[src/rtl/small_comb_logic_bist_sv.sv]
// On-chip stimulus/capture engine for an 8-bit combinational block: LFSR-driven
// vectors, per-vector settle delay, field capture, running statistics and MISR.
module small_comb_logic_bist_sv #(
    parameter int unsigned REPEAT_N = 10,
    parameter int unsigned SETTLE   = 1,
    parameter logic [7:0]  SEED     = 8'hA5
) (
    input  logic        clk,
    input  logic        rst,
    input  logic        start,
    output logic [7:0]  d_in,
    input  logic [7:0]  d_out,
    output logic        busy,
    output logic        done,
    output logic        smp_valid,
    output logic        smp_f,
    output logic        smp_inv,
    output logic [1:0]  smp_xor,
    output logic [1:0]  smp_sum,
    output logic        smp_and,
    output logic        smp_or,
    output logic [7:0]  vec_cnt,
    output logic [7:0]  ones_cnt,
    output logic [15:0] sum_acc,
    output logic [15:0] signature
);

    typedef enum logic [1:0] {IDLE, RUN, DONE} state_t;

    // An all-zero seed would lock the LFSR, so it is promoted to 8'h01.
    localparam logic [7:0] SEED_EFF = (SEED == 8'h00) ? 8'h01 : SEED;
    localparam logic [3:0] WLAST    = 4'(SETTLE - 1);
    localparam logic [7:0] VLAST    = 8'(REPEAT_N - 1);

    state_t      state, state_nxt;
    logic [7:0]  lfsr;
    logic [3:0]  wcnt;
    logic [7:0]  lfsr_nxt;
    logic [15:0] sig_nxt;
    logic        accept;
    logic        capture;

    always_ff @(posedge clk) begin
        if (rst) state <= IDLE;
        else     state <= state_nxt;
    end

    always_comb begin
        state_nxt = state;
        accept    = 1'b0;
        capture   = 1'b0;
        case (state)
            IDLE: begin
                if (start) begin
                    accept    = 1'b1;
                    state_nxt = RUN;
                end
            end
            RUN: begin
                if (wcnt == WLAST) begin
                    capture = 1'b1;
                    if (vec_cnt == VLAST) state_nxt = DONE;
                end
            end
            DONE:    state_nxt = IDLE;
            default: state_nxt = IDLE;
        endcase
        busy     = (state != IDLE);
        done     = (state == DONE);
        lfsr_nxt = {lfsr[6:0], lfsr[7] ^ lfsr[5] ^ lfsr[4] ^ lfsr[3]};
        sig_nxt  = {signature[14:0], signature[15] ^ signature[14] ^ signature[12] ^ signature[3]}
                   ^ {8'h00, d_out};
    end

    always_ff @(posedge clk) begin
        if (rst) begin
            lfsr      <= '0;
            wcnt      <= '0;
            d_in      <= '0;
            smp_valid <= 1'b0;
            smp_f     <= 1'b0;
            smp_inv   <= 1'b0;
            smp_xor   <= '0;
            smp_sum   <= '0;
            smp_and   <= 1'b0;
            smp_or    <= 1'b0;
            vec_cnt   <= '0;
            ones_cnt  <= '0;
            sum_acc   <= '0;
            signature <= '0;
        end else begin
            smp_valid <= capture;
            if (accept) begin
                lfsr      <= SEED_EFF;
                d_in      <= SEED_EFF;
                wcnt      <= '0;
                vec_cnt   <= '0;
                ones_cnt  <= '0;
                sum_acc   <= '0;
                signature <= '0;
            end else if (capture) begin
                smp_f     <= d_out[0];
                smp_inv   <= d_out[1];
                smp_xor   <= d_out[3:2];
                smp_sum   <= d_out[5:4];
                smp_and   <= d_out[6];
                smp_or    <= d_out[7];
                vec_cnt   <= vec_cnt + 8'd1;
                ones_cnt  <= ones_cnt + {7'd0, d_out[0]};
                sum_acc   <= sum_acc + {14'd0, d_out[5:4]};
                signature <= sig_nxt;
                lfsr      <= lfsr_nxt;
                d_in      <= lfsr_nxt;
                wcnt      <= '0;
            end else if (state == RUN) begin
                wcnt <= wcnt + 4'd1;
            end
        end
    end

endmodule

[config.mk]
export PLATFORM = sky130hd
export DESIGN_NAME = small_comb_logic_bist_sv
export DESIGN_NICKNAME = d
export VERILOG_FILES = /design/src/rtl/small_comb_logic_bist_sv.sv
export SDC_FILE = /design/constraint.sdc
export NUM_CORES = 1
export LEC_CHECK = 0
export BUFFER_PORTS_ARGS = -buffer_cell sky130_fd_sc_hd__buf_2
export CAP_MARGIN = 25
export CORE_AREA = 5 5 90 92
export DETAILED_ROUTE_END_ITERATION = 10
export DIE_AREA = 0 0 95 97
export GPL_TIMING_DRIVEN = 0
export PLACE_DENSITY = 0.77
export SLEW_MARGIN = 0
export SYNTH_ARGS = -nofsm -noshare
export SYNTH_HDL_FRONTEND = slang
export SYNTH_SLANG_ARGS = --single-unit
[constraint.sdc]
create_clock -name clk -period 4.95 [get_ports clk]
set_clock_uncertainty 0.05 [all_clocks]
set_input_delay 0.495 -clock clk [delete_from_list [all_inputs] [get_ports clk]]
set_output_delay 0.495 -clock clk [all_outputs]
set_load 0.01 [all_outputs]
==> metrics.yaml <==
hp-class: "primary input to register"
r2r_slack_ns: 2.54
ctsHoldBuffers: 0
relSlewSlack: 0.400
antenna_left: 0
final_nets: 478
hold_depth: 3
first_iter_violations: 117
rr_worst_depth: 6
dieArea_um2: 9220
start_util: 0.438
place_congestion: 0.818
async_flop_share: 0
yosys.area.top_type: "dfxtp_1"
htreeDepth: 3
overflow: 0
synthTopCellsByCount: "dfxtp_1 (71), nand2_1 (65), a21oi_1 (35)"
clkTransAtPathRegs_ns: 0.08
die_w_um: 95
status: "finished, final reports clean"
powerDensity_nw_per_um2: 306
root_buffer: "clkbuf_8"
irDropWorstVdd_v: 0.000135
netlist_area_um2: 3130
min_from: "d_out[7]"
rsz0062_at_grt: "no"
post-route-drc-count: 0
fin_area_um2: 3830
drt-pass1-iter-count: 4
antenna_found_initial: 0
power.total_mw: 1.17
routed-via-count: 2864
cts-buffers-inserted: 9
period_share: 0.488
topRoutingLayerUsed: "met4"
path_class: "register to register"
nFillCells: 695
portBuffers: 76
area_growth_pct: 22.4
timing.rr.end: "sum_acc[0]"
core_area_um2: 7140
fin_tns_setup_ns: 0
synth_nets: 391
max_freq_ghz: 0.414
worst_pin_slew_ns: 0.897
setup.worst_path.end_class: "register"
vias_per_cell: 5.10
syn_area_per_cell_um2: 8.43
cts-resized-gates: 0
wl_met3_um: 529
grt_usage: 0.175
ys_seq_elements: 71
place_area_um2: 3630
p_leak_nw: 1.55
wl_per_cell_um: 14.0
r2r_start: "state[0]"
row_count: 31
cts_tree: "yes"
clk_latency_ns: 0.35
drt-total-wl_um: 7860
postCtsSetupBuffers: 0
final_layout_size_suffix_gt1_frac: 0.231
grt_max_degree: 14
fin_util: 0.536
synth_top_area_share: 0.455
ys_warn_count: 0
finalCriticalPeriod_ns: 2.41
grt_pass1_wl_um: 12900
start_kind: "register"
setup_viol: 0
wl_met1_um: 3330
hpwl_um: 5790
min_to: "smp_or"
finalMaxSlewViolations: 0
wl_met2_um: 3900
clockBufferDepth: 2
maxCapViolations: 0
pin_count: 78
diodes: 0
critPathArrivalTime_ns: 2.57
yosysSeqAreaShare: 0.455
grt_pass1_vias: 2723
synth_most_common_cell: "dfxtp_1"
die_h_um: 97
netlist_instances: 371
synth.distinct_cells: 35
yosys-top-cells-area: "dfxtp_1 (45%), nand2_1 (7.8%), xnor2_1 (7.0%)"
synth_edf_count: 0
crit_fanout: 10
hold_viol: 0
required_ns: 5.10
synthFlopType: "dfxtp_1"
clock-sinks: 71
## logic make-up after synthesis
logic type,after synthesis,synth area share
simple gates,164,0.248
fa+ha+maj,9,0.0384
compound gates,53,0.0940
flops,71,0.455
xor+xnor,32,0.0940
mux,4,0.0128
buf+inv,38,0.0584
## power breakdown
part	switching (mW)	total (mW)	internal, mW
Combinational	0.0704	0.111	0.0410
Clock	0.228	0.462	0.233
Sequential	0.0124	0.598	0.586
## sequential cells by signal, summed over array words and instances, names as in the netlist
name and count:
smp_valid 1, wcnt 4, vec_cnt 8, ones_cnt 8, lfsr 8, smp_and 1, smp_xor 2, smp_sum 2
signature 16, smp_or 1, state 2, smp_inv 1, smp_f 1, sum_acc 16
## critical path, stage by stage, from the launching register on
cell	delay [ns]
dfxtp_1	0.30
clkbuf_1	0.16
nor3b_1	0.78
or2_2	0.23
buf_2	0.21
clkbuf_1	0.47
a21oi_1	0.08
## layout make-up
cell class / instances / area (µm²) / area share
clock inverter: 7 / 72.6 / 0.0190
timing repair buffer: 76 / 380 / 0.0994
clock buffer: 9 / 124 / 0.0324
buffer: 30 / 153 / 0.0399
multi-input combinational: 262 / 1520 / 0.398
sequential: 71 / 1420 / 0.371
inverter: 8 / 30.0 / 0.00785
tap: 99 / 124 / 0.0324
## worst max path at each step
stage / to / slack (ns) / start / cells after the start
CTS: sum_acc[0] / 2.53 / state[0] / 6
floorplan: sum_acc[13] / 2.81 / wcnt[0] / 7
global placement: sum_acc[7] / 2.41 / start / 6
detailed placement: sum_acc[14] / 2.44 / d_out[4] / 7
finish: sum_acc[0] / 2.54 / state[0] / 6
global route: signature[13] / 2.19 / state[0] / 6
## per-stage QoR
step                worst slack, ns  std cells  hold slack (ns)
finish                         2.54        562            0.351
global route                   2.19        562            0.341
CTS                            2.53        562            0.336
detailed placement             2.44        546            0.397
global placement               2.41        546            0.390
floorplan                      2.81        371            0.395
## metal layers
layer	track usage	up-vias
li1	-	1419
met1	0.222	1358
met2	0.281	79
met3	0.0411	8
met4	0.0755	0
met5	0	-
## cell usage in the layout, fill, tap and decap left out, types with 2 or more instances in the layout
cell        count
buf_2          78
dfxtp_1        71
nand2_1        65
a21oi_1        35
nor2_1         34
xnor2_1        25
clkbuf_1       17
nand3_1        11
a211oi_1       10
nor3_1         10
or3_1          10
nor4_1          9
clkbuf_8        9
inv_1           8
nand4_1         8
ha_1            8
buf_4           8
o21ai_0         7
xor2_1          6
mux2i_1         4
or2_2           3
nor2b_1         2
nor3b_1         2
buf_1           2
and4_1          2
nand4b_1        2
clkinvlp_4      2
clkinv_2        2
Note: power is estimated with default switching activity, not from simulation.
